==> config.mk <==
export PLATFORM = sky130hd
export DESIGN_NAME = id_ex_pipeline_reg
export DESIGN_NICKNAME = d
export VERILOG_FILES = /design/src/rtl/cpu_pkg.sv /design/src/rtl/load_use_detect.sv /design/src/rtl/id_ex_pipeline_reg.sv
export SDC_FILE = /design/constraint.sdc
export NUM_CORES = 1
export LEC_CHECK = 0
export CELL_PAD_IN_SITES_DETAIL_PLACEMENT = 0
export CELL_PAD_IN_SITES_GLOBAL_PLACEMENT = 1
export CORE_AREA = 5 5 139 141
export DETAILED_ROUTE_END_ITERATION = 10
export DIE_AREA = 0 0 144 146
export DONT_BUFFER_PORTS = 1
export PLACE_DENSITY_LB_ADDON = 0.1
export SETUP_SLACK_MARGIN = 0.2
export SLEW_MARGIN = 0
export SYNTH_ARGS = -nofsm -noshare
export SYNTH_HDL_FRONTEND = slang
export SYNTH_SLANG_ARGS = --single-unit
==> constraint.sdc <==
create_clock -name clk -period 2.65 [get_ports clk]
set_input_delay 0.265 -clock clk [delete_from_list [all_inputs] [get_ports clk]]
set_output_delay 0.265 -clock clk [all_outputs]
set_load 0.05 [all_outputs]
==> src/rtl/cpu_pkg.sv <==
// rtl/cpu_pkg.sv - shared control-bundle layout and encodings for the 5-stage MIPS core
package cpu_pkg;

  // {reg_write, mem_read, mem_write, mem_to_reg, alu_src, reg_dst, alu_op[2:0]}
  localparam int CTRL_W          = 9;
  localparam int CTRL_REG_WRITE  = 8;
  localparam int CTRL_MEM_READ   = 7;
  localparam int CTRL_MEM_WRITE  = 6;
  localparam int CTRL_MEM_TO_REG = 5;
  localparam int CTRL_ALU_SRC    = 4;
  localparam int CTRL_REG_DST    = 3;
  localparam int CTRL_ALU_OP_LSB = 0;

  localparam logic [2:0] ALU_AND   = 3'b000;
  localparam logic [2:0] ALU_OR    = 3'b001;
  localparam logic [2:0] ALU_ADD   = 3'b010;
  localparam logic [2:0] ALU_RTYPE = 3'b100;
  localparam logic [2:0] ALU_SUB   = 3'b110;
  localparam logic [2:0] ALU_SLT   = 3'b111;

  localparam logic [4:0] REG_ZERO = 5'd0;

endpackage

==> src/rtl/load_use_detect.sv <==
// rtl/load_use_detect.sv - flags an ID instruction that reads the destination of a load sitting in EX
module load_use_detect
  import cpu_pkg::*;
#(
  parameter int W = 5
) (
  input  logic         ex_valid,
  input  logic         ex_mem_read,
  input  logic [W-1:0] ex_rt,
  input  logic         id_valid,
  input  logic [W-1:0] id_rs,
  input  logic [W-1:0] id_rt,
  output logic         hz
);

  // A load targeting $0 never produces a value worth waiting for.
  assign hz = ex_valid & ex_mem_read & (ex_rt != W'(REG_ZERO)) & id_valid
            & ((ex_rt == id_rs) | (ex_rt == id_rt));

endmodule

==> src/rtl/id_ex_pipeline_reg.sv <==
// rtl/id_ex_pipeline_reg.sv - ID->EX pipeline register with WB bypass, load-use stall and flush
module id_ex_pipeline_reg
  import cpu_pkg::*;
#(
  parameter int B   = 32,
  parameter int W   = 5,
  parameter int CW  = CTRL_W,
  parameter int SCW = 16
) (
  input  logic           clk,
  input  logic           rst_n,
  input  logic           id_valid,
  input  logic [B-1:0]   id_pc,
  input  logic [W-1:0]   id_rs,
  input  logic [W-1:0]   id_rt,
  input  logic [W-1:0]   id_rd,
  input  logic [B-1:0]   id_imm,
  input  logic [CW-1:0]  id_ctrl,
  input  logic [B-1:0]   rf_rdata1,
  input  logic [B-1:0]   rf_rdata2,
  input  logic           wb_wr_en,
  input  logic [W-1:0]   wb_waddr,
  input  logic [B-1:0]   wb_wdata,
  input  logic           flush,
  output logic           stall,
  output logic           ex_valid,
  output logic [B-1:0]   ex_pc,
  output logic [B-1:0]   ex_rdata1,
  output logic [B-1:0]   ex_rdata2,
  output logic [W-1:0]   ex_rs,
  output logic [W-1:0]   ex_rt,
  output logic [W-1:0]   ex_rd,
  output logic [B-1:0]   ex_imm,
  output logic [CW-1:0]  ex_ctrl,
  output logic [SCW-1:0] stall_cnt
);

  logic         hz;
  logic [B-1:0] op1;
  logic [B-1:0] op2;
  logic         bubble;

  load_use_detect #(.W(W)) u_load_use_detect (
    .ex_valid    (ex_valid),
    .ex_mem_read (ex_ctrl[CTRL_MEM_READ]),
    .ex_rt       (ex_rt),
    .id_valid    (id_valid),
    .id_rs       (id_rs),
    .id_rt       (id_rt),
    .hz          (hz)
  );

  assign stall  = hz & ~flush;
  assign bubble = flush | stall | ~id_valid;

  // The register file writes on posedge, so a same-cycle WB write is not yet visible on rf_rdata.
  function automatic logic [B-1:0] select_operand(
    input logic [W-1:0] addr,
    input logic [B-1:0] rf_data,
    input logic         wr_en,
    input logic [W-1:0] waddr,
    input logic [B-1:0] wdata
  );
    if (addr == W'(REG_ZERO))
      return '0;
    else if (wr_en && (waddr == addr))
      return wdata;
    else
      return rf_data;
  endfunction

  always_comb begin
    op1 = select_operand(id_rs, rf_rdata1, wb_wr_en, wb_waddr, wb_wdata);
    op2 = select_operand(id_rt, rf_rdata2, wb_wr_en, wb_waddr, wb_wdata);
  end

  always_ff @(posedge clk or negedge rst_n) begin
    if (!rst_n) begin
      ex_valid  <= 1'b0;
      ex_pc     <= '0;
      ex_rdata1 <= '0;
      ex_rdata2 <= '0;
      ex_rs     <= '0;
      ex_rt     <= '0;
      ex_rd     <= '0;
      ex_imm    <= '0;
      ex_ctrl   <= '0;
      stall_cnt <= '0;
    end else begin
      if (bubble) begin
        ex_valid  <= 1'b0;
        ex_pc     <= '0;
        ex_rdata1 <= '0;
        ex_rdata2 <= '0;
        ex_rs     <= '0;
        ex_rt     <= '0;
        ex_rd     <= '0;
        ex_imm    <= '0;
        ex_ctrl   <= '0;
      end else begin
        ex_valid  <= 1'b1;
        ex_pc     <= id_pc;
        ex_rdata1 <= op1;
        ex_rdata2 <= op2;
        ex_rs     <= id_rs;
        ex_rt     <= id_rt;
        ex_rd     <= id_rd;
        ex_imm    <= id_imm;
        ex_ctrl   <= id_ctrl;
      end
      if (stall && (stall_cnt != {SCW{1'b1}}))
        stall_cnt <= stall_cnt + SCW'(1);
    end
  end

endmodule

==> run metrics, run 1 <==
status stopped before the end; Fail Step 4_1_cts; First Err [ERROR RSZ-0060] Max buffer count reached.; post-DP HPWL 14.2 mm; syn nets 718; synthesized area 0.00661 sq mm; Die W 144 um; boundary pin count 364; synth unique cells 34; post_cts resized 1; Initial Util 37.1%; Die Span Y 146 um; hold bufs inserted after CTS 159; Avg Cell Area, Syn 12.6 sq um; Post-synth ARST share 100%; Mapped Cells 523; main flop type after synthesis dfrtp_1; Synth Register Bits 169; Rows 49; Root Buffer Master clkbuf_16; Max clock buf depth 2; EDFF count, synth 0; I/O Buffers 0; final RePlAce weighted congestion 0.799; H-Tree Depth 4; YS warnings 0; postcts setup bufs 0; Inserted Clock Buffers 17; Seq/Total Area, Yosys 64.0%; Clock Sinks 169
synth_stat cells, types with 5 or more instances:
cell type / instances / area, sq um
and3_1: 5 / 31.3
nor3_1: 6 / 30.0
dfrtp_1: 169 / 4230
xor2_1: 31 / 272
mux2i_1: 64 / 641
nand2_1: 10 / 37.5
nor2_1: 73 / 274
nor4_1: 12 / 75.1
nand4_1: 5 / 31.3
clkbuf_2: 6 / 30.0
buf_2: 16 / 80.1
and2_1: 88 / 551
cells by family after synthesis:
logic type               Yosys count  share of synthesized area, %
buffers and inverters             27                          2.29
multiplexers                      67                          10.2
AND/OR/NAND/NOR                  217                          17.7
flip-flops                       169                          64.0
adder cells (fa/ha/maj)            1                         0.189
XOR/XNOR                          33                          4.37
AO/OA/AOI/OAI                      9                          1.34
per-stage QoR:
step | hold slack [ps] | std cells | instance area [sq um] | utilization [%] | setup WS [ps]
after detailed placement | -26.7 | 752 | 7000 | 39.2 | 385
after global placement | -26.3 | 752 | 7000 | 39.2 | 456
after floorplan | -30.6 | 523 | 6610 | - | 260
==> run 2: changes to the inputs <==
==> config.mk (replaced) <==
export PLATFORM = sky130hd
export DESIGN_NAME = id_ex_pipeline_reg
export DESIGN_NICKNAME = d
export VERILOG_FILES = /design/src/rtl/cpu_pkg.sv /design/src/rtl/load_use_detect.sv /design/src/rtl/id_ex_pipeline_reg.sv
export SDC_FILE = /design/constraint.sdc
export NUM_CORES = 1
export LEC_CHECK = 0
export CORE_MARGIN = 5
export CORE_UTILIZATION = 30
export DETAILED_ROUTE_END_ITERATION = 10
export DONT_BUFFER_PORTS = 1
export PLACE_DENSITY_LB_ADDON = 0.15
export SLEW_MARGIN = 0
export SYNTH_ARGS = -nofsm -noshare
export SYNTH_HDL_FRONTEND = slang
export SYNTH_SLANG_ARGS = --single-unit
==> run metrics, run 2 <==
Die W 158 um (+10%); critical path class flop to output pin; Critical Path Sink Type output pin; initial antenna violation count 0; maximum number of pins on one net before global-route repair 170; share of layout cells above drive strength 1 9.99%; DRC errors left 0; Hold Vio Cnt, Final 169; I/O Buffers 0 (unchanged); final RePlAce weighted congestion 0.817 (+2.2%); CP delay by family, top simple AND/OR/NAND/NOR gates; main flop type after synthesis dfrtp_1; Post-synth ARST share 100% (unchanged); f_max 0.393 GHz; power per cell area 637 mW/mm^2; highest-count cells in the layout ignoring fill and taps dfrtp_1, dlygate4sd3_1, and2_1, nor2_1, mux2i_1; Max clock buf depth 2 (unchanged); fin nets 903; Synth area leaders dfrtp_1, mux2i_1, and2_1; Worst EP arrival 2280 ps; initial DRC count 224; failing checks hold timing; Placed Cells 804 (+6.9%); wire length per cell 21.1 um; post-DP HPWL 14.2 mm (about the same); EDFF count, synth 0 (unchanged); Vias/cell 4.75; grt ovf 0; Finished Layout Cells 1,001; Initial Util 30.4% (-6.7 points); Buf/Inv on CP 2; DR pass1 iterations 4; Core ar. 0.0218 sq mm; first-pass GRT wire length 30.9 mm; Leakage 0.00423 uW; setup violators final 0; most numerous cell in the Yosys netlist dfrtp_1; vias in the first global route 5,232; setup TNS 0 ps; commonest non-fill, non-tap cell in the layout dfrtp_1; slowest stage delay, CP 460 ps; Final min period 2540 ps; WP data required 2380 ps; Area growth syn-to-layout 40.1%; P_sw 1650 uW; max-slew violation count 0; finished layout cell area 0.00926 sq mm; ordered cell list for the critical path buf_4 > or4_4 > o21a_1 > nand2b_1 > nor2_1 > buf_4; Comb pwr share 7.4%; fill count 1,973; top-area cell type share of the netlist area 64.0% (unchanged); post-synth top area cell dfrtp_1; Most common cell on crit path buf_4; Synth Register Bits 169 (unchanged); H-Tree Depth 4 (unchanged); most common library cells after synthesis dfrtp_1, and2_1, nor2_1, mux2i_1, xor2_1; post-route ant nets 0; Clock Skew 13.5 ps; Max transition margin 56.3%; status finished, violations left; CP max FO 8; Max-Cap Viols 0; worst slew pin tran 656 ps; worst hold slack -456 ps; Avg Cell Area, Syn 12.6 sq um (unchanged); worst vdd ir 0.304 mV; CP max-delay cell or4_4; Sequential Power Share 51.5%; Clk network pwr share 41.0%; YS warnings 0 (unchanged); post_cts resized 0 (-1); die area 0.0251 sq mm; Seq/Total Area, Yosys 64.0% (unchanged); switch share 27.9%; clk_lat worst skew 420 ps; Clock Sinks 169 (unchanged); crit start category flop; synth unique cells 34 (unchanged); Inserted Clock Buffers 17 (unchanged); syn nets 718 (unchanged); Placed Area 0.00704 sq mm (+0.66%); hold bufs inserted after CTS 165 (+3.8%); postcts setup bufs 0 (unchanged); Root Buffer Master clkbuf_16; antenna cells 0; Die Span Y 158 um (+8.5%); Via Count 4,756; final period utilization 96.0%; synthesized area 0.00661 sq mm (unchanged); min-delay worst type input port to asynchronous set/reset pin; Pint 4250 uW; Rows 54 (+10%); RSZ-0062 raised after global routing no; Mapped Cells 523 (unchanged); DRT Wirelength 21.1 mm; TritonCTS clock tree built; Reg clk slew, reported paths 70 ps; boundary pin count 364 (unchanged); GRT Resource Usage Total 16.3%
[run 2: cell counts after synthesis]
No cell type changed its count.
[run 2: final cells by class]
type | count | area [sq um] | share of cell area [%]
Clock buffer | 18 | 429 | 4.63
Timing Repair Buffer | 193 | 1870 | 20.2
Tap cell | 280 | 350 | 3.78
Multi-Input combinational cell | 327 | 2240 | 24.2
Clock inverter | 14 | 138 | 1.49
Sequential cell | 169 | 4230 | 45.7
[run 2: kinds of logic after synthesis]
kind of cell | after synthesis | synth area share, %
multiplexers | 67 | 10.2
flip-flops | 169 | 64.0
buffers and inverters | 27 | 2.29
AO/OA/AOI/OAI | 9 | 1.34
XOR/XNOR | 33 | 4.37
adder cells (fa/ha/maj) | 1 | 0.189
AND/OR/NAND/NOR | 217 | 17.7
[run 2: metrics by stage]
step | util [%] | hold WS, ps | total power, uW | setup slack [ps]
2_1_floorplan | - | -30.6 | 3260 | 260
5_1_grt | 42.6 | -490 | 6120 | 27.2
3_5_place_dp | 32.4 | -23.4 | 3320 | 454
3_3_place_gp | 32.4 | -24.0 | 3320 | 457
6_report | 42.6 | -456 | 5900 | 107
4_1_cts | 42.6 | -481 | 5960 | 92.7
[run 2: worst paths after layout]
| check | startpoint | endpoint | slack (ps) | depth (start not counted) |
|---|---|---|---|---|
| worst min register to register | stall_cnt[9]$_DFFE_PN0P_ | stall_cnt[9]$_DFFE_PN0P_ | 520 | 1 |
| worst max-delay path | ex_rt[4]$_DFF_PN0_ | stall | 110 | 6 |
| min in group clk | rf_rdata1[29] | ex_rdata1[29]$_DFF_PN0_ | 10 | 2 |
| max in group asynchronous | rst_n | ex_rdata1[27]$_DFF_PN0_ | 2800 | 0 |
| worst min-delay path | rst_n | ex_pc[13]$_DFF_PN0_ | -460 | 0 |
| worst max register to register | ex_rt[2]$_DFF_PN0_ | ex_rs[4]$_DFF_PN0_ | 440 | 6 |
[run 2: power groups by stage]
stage	logic (uW)	clock network [uW]	registers, uW
6_report	437	2420	3040
5_1_grt	474	2600	3050
4_1_cts	431	2490	3040
3_5_place_dp	231	0	3090
3_3_place_gp	224	0	3090
2_1_floorplan	173	0	3080
[run 2: metal layers]
metal | GRT usage, % | share of wire, %
met2 | 27.9 | 50
met5 | 0 | 0
met1 | 18.0 | 36
met4 | 5.93 | 2.5
met3 | 7.23 | 12
[run 2: worst register-to-register path: stages (launching register included)]
cell     delay, ps
dfrtp_1        450
xor2_1         180
nor3_1          90
a22oi_4        490
o21ba_4        430
buf_4          320
and2_1         180
No activity file was read; power rests on OpenSTA's default activity.
==> run 3: changes to the inputs <==
--- a/config.mk
+++ b/config.mk
@@ -13,4 +13,5 @@
 export SLEW_MARGIN = 0
 export SYNTH_ARGS = -nofsm -noshare
 export SYNTH_HDL_FRONTEND = slang
+export SYNTH_HIERARCHICAL = 1
 export SYNTH_SLANG_ARGS = --single-unit
==> run metrics, run 3 <==
first-pass GRT wire length 34.8 mm (+13%); highest-count cells in the layout ignoring fill and taps dlygate4sd3_1, dfrtp_1, and2_1, nand4_1, nand2_1; CP max FO 3 (-5); main flop type after synthesis dfrtp_1; setup violators final 0 (unchanged); DRT Wirelength 23.9 mm (+13%); wire length per cell 21.7 um (+2.9%); Reg clk slew, reported paths 80 ps (about the same); Die W 163 um (+2.7%); most numerous cell in the Yosys netlist dfrtp_1; Area growth syn-to-layout 40.3%; Die Span Y 163 um (+2.7%); ordered cell list for the critical path buf_4 > xor2_1 > nor3_1 > nand3_1 > a21oi_2 > or2b_4 > clkinv_1 > buf_4; die area 0.0265 sq mm (+5.5%); YS warnings 6 (+6); grt ovf 0 (unchanged); Layout Utilization 43.1% (+0.53 points); post-DP HPWL 15.9 mm (+12%); Synth Register Bits 169 (unchanged); Max transition margin 57.3% (+1.1 points); synth unique cells 38 (+12%); H-Tree Depth 4 (unchanged); boundary pin count 364 (unchanged); worst hold slack -472 ps (-16.1 ps); antenna cells 0 (unchanged); worst slew pin tran 640 ps (-16.1 ps); WP data required 2380 ps (about the same); Seq/Total Area, Yosys 60.4% (-3.5 points); EDFF count, synth 0 (unchanged); setup TNS 0 ps (unchanged); Worst EP arrival 2250 ps (-30 ps); Critical Path Sink Type output pin; syn nets 780 (+8.6%); commonest non-fill, non-tap cell in the layout dlygate4sd3_1; Clock Sinks 169 (unchanged); min-delay worst type input port to asynchronous set/reset pin; f_max 0.397 GHz (+1.1%); I/O Buffers 0 (unchanged); Via Count 5,430 (+14%); DR pass1 iterations 5 (+1); synthesized area 0.00700 sq mm (+5.9%); TritonCTS clock tree built; GRT Resource Usage Total 17.1% (+0.85 points); post-route ant nets 0 (unchanged); top-area cell type share of the netlist area 60.4% (-3.5 points); Total Power 6090 uW (+3.2%); Clock Skew 15.4 ps (+1.92 ps); Leakage 0.00439 uW (+3.8%); most common library cells after synthesis dfrtp_1, and2_1, nand4_1, nand2_1, o21ai_2; Final min period 2520 ps (-27.2 ps); Most common cell on crit path buf_4; critical path class flop to output pin; vias in the first global route 5,781 (+10%); Finished Layout Cells 1,099 (+9.8%); status finished, violations left; share of layout cells above drive strength 1 17.4% (+7.4 points); Rows 55 (+1.9%); power per cell area 620 mW/mm^2 (-2.6%); clk_lat worst skew 420 ps (about the same); Inserted Clock Buffers 17 (unchanged); Vias/cell 4.94 (+4.0%); Synth area leaders dfrtp_1, and2_1, o21ai_2; Avg Cell Area, Syn 12.0 sq um (-5.4%); crit start category flop; DRC errors left 0 (unchanged); Initial Util 30.7% (+0.34 points); CP max-delay cell dfrtp_1; Root Buffer Master clkbuf_16; maximum number of pins on one net before global-route repair 170 (unchanged); Post-synth ARST share 100% (unchanged); Core ar. 0.0228 sq mm (+4.7%); worst vdd ir 0.368 mV (+21%); Max clock buf depth 2 (unchanged); initial antenna violation count 0 (unchanged); final period utilization 95.0% (-1.0 points); Max-Cap Viols 0 (unchanged); slowest stage delay, CP 390 ps (-70 ps); failing checks hold timing; Hold Vio Cnt, Final 169 (unchanged); initial DRC count 473 (+110%); post-synth top area cell dfrtp_1; Mapped Cells 585 (+12%); Placed Cells 885 (+10%); fin nets 968 (+7.2%); final RePlAce weighted congestion 0.778 (-4.8%); max-slew violation count 0 (unchanged); RSZ-0062 raised after global routing no
-- run 3: path summary, 6_finish.rpt --
check                                          from                       end  slack [ps]  cells after the start
min                                           rst_n      ex_ctrl[1]$_DFF_PN0_        -470                      0
max reg2reg                      ex_rt[0]$_DFF_PN0_    ex_rdata2[1]$_DFF_PN0_         160                      8
min reg2reg                stall_cnt[0]$_DFFE_PN0P_  stall_cnt[1]$_DFFE_PN0P_         650                      2
max                              ex_rt[4]$_DFF_PN0_                     stall         130                      8
min in group clk                        wb_wdata[1]    ex_rdata2[1]$_DFF_PN0_          30                      2
max in group asynchronous                     rst_n   ex_rdata2[11]$_DFF_PN0_        2860                      0
-- run 3: timing repair --
action,in CTS,in global routing
buffers inserted,0,1
endpoints found under the setup margin,0,59
resized for setup,0,3
hold buffers,178,1
endpoints found under the hold margin,315,170
-- run 3: metal layers --
layer	up-vias	GRT usage, %	part of all wire, %
li1	2387	-	-
met1	2694	19.4	36
met2	308	30.3	53
met3	41	5.90	9.4
met4	0	5.64	2.4
met5	-	0	0
-- run 3: through the flow --
stage	hold WS, ps	setup slack (ps)	instance area (sq um)
floorplan	-30.6	69.5	7000
global placement	-25.8	169	7350
detailed placement	-27.2	110	7350
CTS	-498	23.9	9730
global route	-516	15.6	9820
finish	-472	134	9820
-- run 3: kinds of logic (layout without fill, tap and decap cells) --
group / count (synthesis) / in the layout / synth area share [%]
XOR/XNOR: 33 / 33 / 4.13
AO/OA/AOI/OAI: 73 / 73 / 9.10
flip-flops: 169 / 169 / 60.4
adder cells (fa/ha/maj): 1 / 1 / 0.179
buffers and inverters: 47 / 248 / 4.56
multiplexers: 1 / 1 / 0.161
AND/OR/NAND/NOR: 261 / 261 / 21.5
-- run 3: final cells by class --
class / count / area (sq um)
Sequential cell: 169 / 4230
Clock buffer: 17 / 425
Multi-Input combinational cell: 369 / 2460
Clock inverter: 15 / 174
Timing Repair Buffer: 211 / 2120
Inverter: 5 / 18.8
Tap cell: 313 / 392
Fill cell: 2047 / 13000
-- run 3: where the power goes --
group	internal, uW	switching [uW]	total, uW
sequential	2670	385	3050
clock	1280	1220	2490
combinational	288	253	541
total	4230	1850	6090
-- run 3: worst max-delay path, delay by kind of cell (launching register included) --
family / cells / cell delay [ps]
flops: 1 / 390
simple gates: 3 / 610
xor+xnor: 1 / 180
buf+inv: 3 / 490
compound gates: 1 / 160
